==> src/rtl/cycle_uart_out_if.sv <==
// cycle_uart_out_if: word write port and FIFO status between the core and the UART transmitter
interface cycle_uart_out_if #(
  parameter int WORD_SIZE = 32
) ();
  logic                 write_req;
  logic [WORD_SIZE-1:0] data_in;
  logic                 full;
  logic                 empty;
  modport master (output write_req, data_in, input full, empty);
  modport slave (input write_req, data_in, output full, empty);
endinterface

==> src/rtl/cycle_uart_out.sv <==
// cycle_uart_out: buffers words in a circular FIFO and sends each one, least-significant part first, as 8N1 UART frames
module cycle_uart_out #(
  parameter int WORD_SIZE    = 32,
  parameter int WORD_PART    = 8,
  parameter int MEM_SIZE     = 64,
  parameter int CLKS_PER_BIT = 1736
) (
  input  logic            clock,
  input  logic            reset,
  cycle_uart_out_if.slave bus,
  output logic            sig,
  output logic            busy
);
  localparam int PARTS = WORD_SIZE / WORD_PART;
  localparam int AW = $clog2(MEM_SIZE);
  localparam int CW = CLKS_PER_BIT > 1 ? $clog2(CLKS_PER_BIT) : 1;
  localparam int BW = WORD_PART > 1 ? $clog2(WORD_PART) : 1;
  localparam int PW = PARTS > 1 ? $clog2(PARTS) : 1;
  localparam logic [CW-1:0] BAUD_MAX = CW'(CLKS_PER_BIT - 1);
  localparam logic [BW-1:0] BIT_MAX = BW'(WORD_PART - 1);
  localparam logic [PW-1:0] PART_MAX = PW'(PARTS - 1);
  localparam logic [AW:0] DEPTH = (AW + 1)'(MEM_SIZE);
  typedef enum logic [2:0] {IDLE, LOAD, START, DATA, STOP} state_t;
  state_t               state, state_nxt;
  logic [WORD_SIZE-1:0] mem [MEM_SIZE];
  logic [AW-1:0]        wr_ptr, rd_ptr;
  logic [AW:0]          count;
  logic [WORD_SIZE-1:0] shreg;
  logic [WORD_PART-1:0] cur_part;
  logic [CW-1:0]        baud_cnt;
  logic [BW-1:0]        bit_idx, bit_nxt;
  logic [PW-1:0]        part_idx;
  logic                 full_q, empty_q;
  logic                 baud_done, last_part, have_word, push, pop, next_part;

  assign bus.full = full_q;
  assign bus.empty = empty_q;
  assign cur_part = shreg[WORD_PART-1:0];

  // The FSM looks at the live count rather than the registered flag so a word
  // written into an idle transmitter is popped on the very next edge.
  always_comb begin
    baud_done = baud_cnt == BAUD_MAX;
    last_part = part_idx == PART_MAX;
    have_word = count != '0;
    push = bus.write_req && count != DEPTH;
    next_part = state == STOP && baud_done && !last_part;
    bit_nxt = state == DATA ? bit_idx + BW'(baud_done) : '0;
    state_nxt = state;
    case (state)
      IDLE:    state_nxt = have_word ? LOAD : IDLE;
      LOAD:    state_nxt = START;
      START:   state_nxt = baud_done ? DATA : START;
      DATA:    state_nxt = (baud_done && bit_idx == BIT_MAX) ? STOP : DATA;
      STOP:    state_nxt = !baud_done ? STOP : !last_part ? START : have_word ? LOAD : IDLE;
      default: state_nxt = IDLE;
    endcase
    pop = state_nxt == LOAD;
  end

  always_ff @(posedge clock)
    if (push) mem[wr_ptr] <= bus.data_in;

  // Full is judged on the count before any same-cycle pop, so a collision at full drops the write.
  always_ff @(posedge clock or negedge reset)
    if (!reset) begin
      wr_ptr  <= '0;
      rd_ptr  <= '0;
      count   <= '0;
      full_q  <= 1'b0;
      empty_q <= 1'b1;
    end else begin
      wr_ptr  <= wr_ptr + AW'(push);
      rd_ptr  <= rd_ptr + AW'(pop);
      count   <= count + (AW + 1)'(push) - (AW + 1)'(pop);
      full_q  <= count == DEPTH;
      empty_q <= count == '0;
    end

  always_ff @(posedge clock or negedge reset)
    if (!reset) begin
      state    <= IDLE;
      baud_cnt <= '0;
      bit_idx  <= '0;
      part_idx <= '0;
      shreg    <= '0;
      sig      <= 1'b1;
      busy     <= 1'b0;
    end else begin
      state    <= state_nxt;
      baud_cnt <= (state_nxt != state || baud_done) ? '0 : baud_cnt + 1'b1;
      bit_idx  <= bit_nxt;
      part_idx <= pop ? '0 : part_idx + PW'(next_part);
      shreg    <= pop ? mem[rd_ptr] : next_part ? shreg >> WORD_PART : shreg;
      sig      <= state_nxt == START ? 1'b0 : state_nxt == DATA ? cur_part[bit_nxt] : 1'b1;
      busy     <= state_nxt == START ? 1'b1 : state_nxt == IDLE ? 1'b0 : busy;
    end
endmodule
==> src/flat_wrapper.sv <==
// flat-port wrapper written by rule: the top's interface ports become plain ports
module cycle_uart_out_flat 
#(
  parameter int WORD_SIZE    = 32,
  parameter int WORD_PART    = 8,
  parameter int MEM_SIZE     = 64,
  parameter int CLKS_PER_BIT = 1736
)
  (clock, reset, sig, busy, bus_write_req, bus_data_in, bus_full, bus_empty);
  cycle_uart_out_if #(.WORD_SIZE(WORD_SIZE)) bus_i ();
  input  logic clock;
  input  logic reset;
  output logic sig;
  output logic busy;
  input wire logic [$bits(bus_i.write_req)-1:0] bus_write_req;
  input wire logic [$bits(bus_i.data_in)-1:0] bus_data_in;
  output wire logic [$bits(bus_i.full)-1:0] bus_full;
  output wire logic [$bits(bus_i.empty)-1:0] bus_empty;
  assign bus_i.write_req = bus_write_req;
  assign bus_i.data_in = bus_data_in;
  assign bus_full = bus_i.full;
  assign bus_empty = bus_i.empty;
  cycle_uart_out #(.WORD_SIZE(WORD_SIZE), .WORD_PART(WORD_PART), .MEM_SIZE(MEM_SIZE), .CLKS_PER_BIT(CLKS_PER_BIT)) u_core (.clock(clock), .reset(reset), .bus(bus_i), .sig(sig), .busy(busy));
endmodule
==> config.mk <==
export PLATFORM = sky130hd
export DESIGN_NAME = cycle_uart_out_flat
export DESIGN_NICKNAME = d
export VERILOG_FILES = /design/src/rtl/cycle_uart_out_if.sv /design/src/rtl/cycle_uart_out.sv /design/src/flat_wrapper.sv
export SDC_FILE = /design/constraint.sdc
export NUM_CORES = 2
export LEC_CHECK = 0
export BUFFER_PORTS_ARGS = -buffer_cell sky130_fd_sc_hd__buf_2
export CAP_MARGIN = 20
export CELL_PAD_IN_SITES_DETAIL_PLACEMENT = 0
export CELL_PAD_IN_SITES_GLOBAL_PLACEMENT = 1
export CORE_MARGIN = 1
export CORE_UTILIZATION = 40
export DETAILED_ROUTE_END_ITERATION = 10
export PLACE_DENSITY_LB_ADDON = 0.2
export SYNTH_ARGS = -nofsm -noshare
export SYNTH_HDL_FRONTEND = slang
export SYNTH_SLANG_ARGS = --single-unit
==> constraint.sdc <==
create_clock -name clock -period 3.85 [get_ports clock]
set_input_delay 0.385 -clock clock [delete_from_list [all_inputs] [get_ports clock]]
set_output_delay 0.385 -clock clock [all_outputs]
set_load 0.01 [all_outputs]
==> flow_metrics.env <==
export IMPL_status="completed"
export IMPL_cp_end_kind="flop"
export IMPL_slew_viol_final=0
export IMPL_grt_setup_unrepaired="false"
export IMPL_yosysMostFrequentCell="edfxtp_1"
export IMPL_syn_nets=3820
export IMPL_tightest_slew_ns=1.15
export IMPL_synth_cells=3768
export IMPL_ys_flop_type="edfxtp_1"
export IMPL_critPathRequiredTime_ns=4.59
export IMPL_synth_seq_cells=2122
export IMPL_syn_cell_area_um2=82300
export IMPL_ant_nets=0
export IMPL_fmax_mhz=308
export IMPL_path_cells="inv_1 -> ha_1 -> nand4bb_1 -> o211ai_1 -> a21o_1 -> inv_2 -> ha_1 -> inv_1 -> ha_1 -> inv_1 -> fa_1 -> nand2b_1 -> a21oi_1 -> o21ai_0 -> a21oi_1 -> nor2_1 -> xnor2_1"
export IMPL_critPathArrivalTime_ns=3.99
export IMPL_cts_hold_buf=1
export IMPL_synth_top_cell_area_share_pct=74.7
export IMPL_timing_max_cap_violations=0
export IMPL_power_total_mw=50.6
export IMPL_max_stage_delay_ns=0.41
export IMPL_core_area_um2=205000
export IMPL_cts_resized=0
export IMPL_cts_sinks=2122
export IMPL_critPathLaunchType="flop"
export IMPL_yosys_warnings=0
export IMPL_insertion_delay_ns=0.87
export IMPL_multi_input_area_um2=18000
export IMPL_synthArstFlopShare_pct=3.49
export IMPL_fin_crit_sh_pct=84.4
export IMPL_tns_ns=0
export IMPL_h_tree_depth=4
export IMPL_gp_congestion=0.887
export IMPL_finalSetupViolCount=0
export IMPL_utilization_pct=46.6
export IMPL_setup_ws_ns=0.602
export IMPL_finalWirelength_um=228000
export IMPL_crit_slowest_cell="fa_1"
export IMPL_min_period_ns=3.25
export IMPL_ir_drop_mv=0.500
export IMPL_finClkSkew_ns=0.0429
export IMPL_syn_mean_instance_area_um2=21.9
export IMPL_seq_area_frac_synth_pct=76.9
export IMPL_antenna_found_initial=13
export IMPL_area_growth_pct=15.8
export IMPL_grt_pass1_wl_um=319000
export IMPL_critPathKind="flop to flop"
export IMPL_clock_path_buffers=3
export IMPL_cts_root_buf="clkbuf_16"
export IMPL_wl_per_cell_um=32.8
export IMPL_nets=4117
export IMPL_hold_path_class="primary input to flop"
export IMPL_synth_area_leader_cell="edfxtp_1"
export IMPL_gr_total_overflow=0
export IMPL_fp_row_count=166
export IMPL_synth_top_cells_by_count="edfxtp_1, mux4_2, mux2i_1"
export IMPL_chipWidth_um=456
export IMPL_first_pass_iters=7
export IMPL_clk_pin_slew_ns=0.06
export IMPL_netlist_top_cells_area="edfxtp_1, mux4_2, mux2i_1, dfrtp_1, mux4_1"
export IMPL_synth_edf_count=2048
export IMPL_dr_first_iter_drc_count=4028
export IMPL_place_hpwl_um=128000
export IMPL_path_max_fanout=3
export IMPL_grtUsageTotal_pct=21.9
export IMPL_synth_cell_types=62
export IMPL_final_layout_size_suffix_gt1_share_pct=27.1
export IMPL_vias=39812
export IMPL_holdWs_ns=0.0900
export IMPL_nFillCells=16898
export IMPL_hold_viol=0
export IMPL_dieArea_um2=208000
export IMPL_grt_start_max_net_pins=75
export IMPL_cts_tree="yes"
export IMPL_vias_per_cell=5.73
export IMPL_numPortBuffers=38
export IMPL_leakagePower_nw=31.2
export IMPL_cts_made_buffers=218
export IMPL_start_util_pct=40.2
export IMPL_die_y_um=456
export IMPL_seq_area_um2=63400
export IMPL_drcViolationCount=0
export IMPL_first_global_vias=40321
export IMPL_power_density_nw_per_um2=531
export IMPL_ioPinCount=39
export IMPL_cts_setup_buffers=0
export IMPL_slew_headroom_pct=23.3
export IMPL_dp_worst_setup_slack_ns=0.609
path summary, 6_finish.rpt:
path / startpoint / to / slack (ns) / depth (start not counted)
worst max-delay path: u_core.count[5] / u_core.count[6] / 0.60 / 17
worst min register to register: u_core.baud_cnt[0] / u_core.baud_cnt[0] / 0.52 / 1
worst min-delay path: bus_data_in[12] / u_core.mem[17][12] / 0.09 / 1
min in group asynchronous: reset / u_core.count[5] / 0.49 / 3
worst max register to register: u_core.count[5] / u_core.count[6] / 0.60 / 17
max in group asynchronous: reset / u_core.rd_ptr[2] / 2.72 / 4
cells in the final DEF, fill, tap and decap left out, types with 6 or more instances in the layout:
cell type      n
and3_1         7
ha_1          16
and2_1         7
mux4_2       442
mux4_1        24
nand2_1       80
xor2_1        11
a21oi_1       44
nor2b_1        7
mux2_2        32
o21ai_0       62
buf_2         37
clkbuf_16    219
o22ai_1       20
clkinvlp_4     6
o2111ai_1     10
a31oi_1        7
a22oi_1       24
dfrtp_1       67
edfxtp_1    2048
a32oi_1       20
o211ai_1      31
nand4_1        8
inv_1         21
clkinv_2      34
bufinv_16     33
nand2b_1      15
a211oi_1      26
nand3_1       46
buf_4        157
a221oi_1      15
o221ai_1      29
clkbuf_1      39
buf_12        86
clkinv_1      63
nor2_4        64
mux2i_1      241
xnor2_1       14
nor2_1        57
report_power, final:
part / total [mW] / internal (mW) / switching (mW) / leakage, nW
Combinational: 2.42 / 0.662 / 1.76 / 8.31
Clock: 21.8 / 12.7 / 9.11 / 3.59
Sequential: 26.4 / 26.2 / 0.231 / 19.3
layout make-up:
class,instances,share of cell area [%]
Inverter,23,0.0958
Clock inverter,154,1.86
Sequential cell,2122,66.5
Clock buffer,258,5.90
Tap cell,2688,3.53
Antenna cell,5,0.0131
Multi-Input combinational cell,1416,18.8
Timing Repair Buffer,284,3.30
per-layer routing:
metal  GRT usage (%)  wire length [um]
met3            4.04             14600
met4            4.14              3690
met5               0                10
met2            35.4            110000
met1            31.2             99500
sequential cells by signal (all words and copies together), names as in the netlist, 2 cells and up:
signal and count:
u_core.wr_ptr 6, u_core.bit_idx 3, u_core.shreg 32, u_core.mem 2048
u_core.count 7, u_core.part_idx 2, u_core.rd_ptr 6, u_core.baud_cnt 11
u_core.state 3
worst max-delay path, delay by kind of cell (launching register included):
kind / cells / cell delay [ns]
AO/OA/AOI/OAI: 5 / 0.99
XOR/XNOR: 1 / 0.12
adder cells (fa/ha/maj): 4 / 0.99
buffers and inverters: 4 / 0.25
flip-flops: 1 / 0.39
AND/OR/NAND/NOR: 3 / 0.41
metrics by stage:
step           instance area, um2  cells
2_1_floorplan               82300   3768
3_3_place_gp                87800   6527
3_5_place_dp                87800   6527
4_1_cts                     95200   6940
5_1_grt                     95300   6945
6_report                    95300   6950
cell families (layout without fill, tap and decap cells):
group,Yosys count,after routing,share of synthesized area [%]
adder cells (fa/ha/maj),17,17,0.267
flip-flops,2122,2122,76.9
XOR/XNOR,25,25,0.266
other,0,5,0
AND/OR/NAND/NOR,319,319,1.78
multiplexers,739,739,16.2
buffers and inverters,230,719,1.85
AO/OA/AOI/OAI,316,316,2.67
Power figures use the tool's default switching activity.
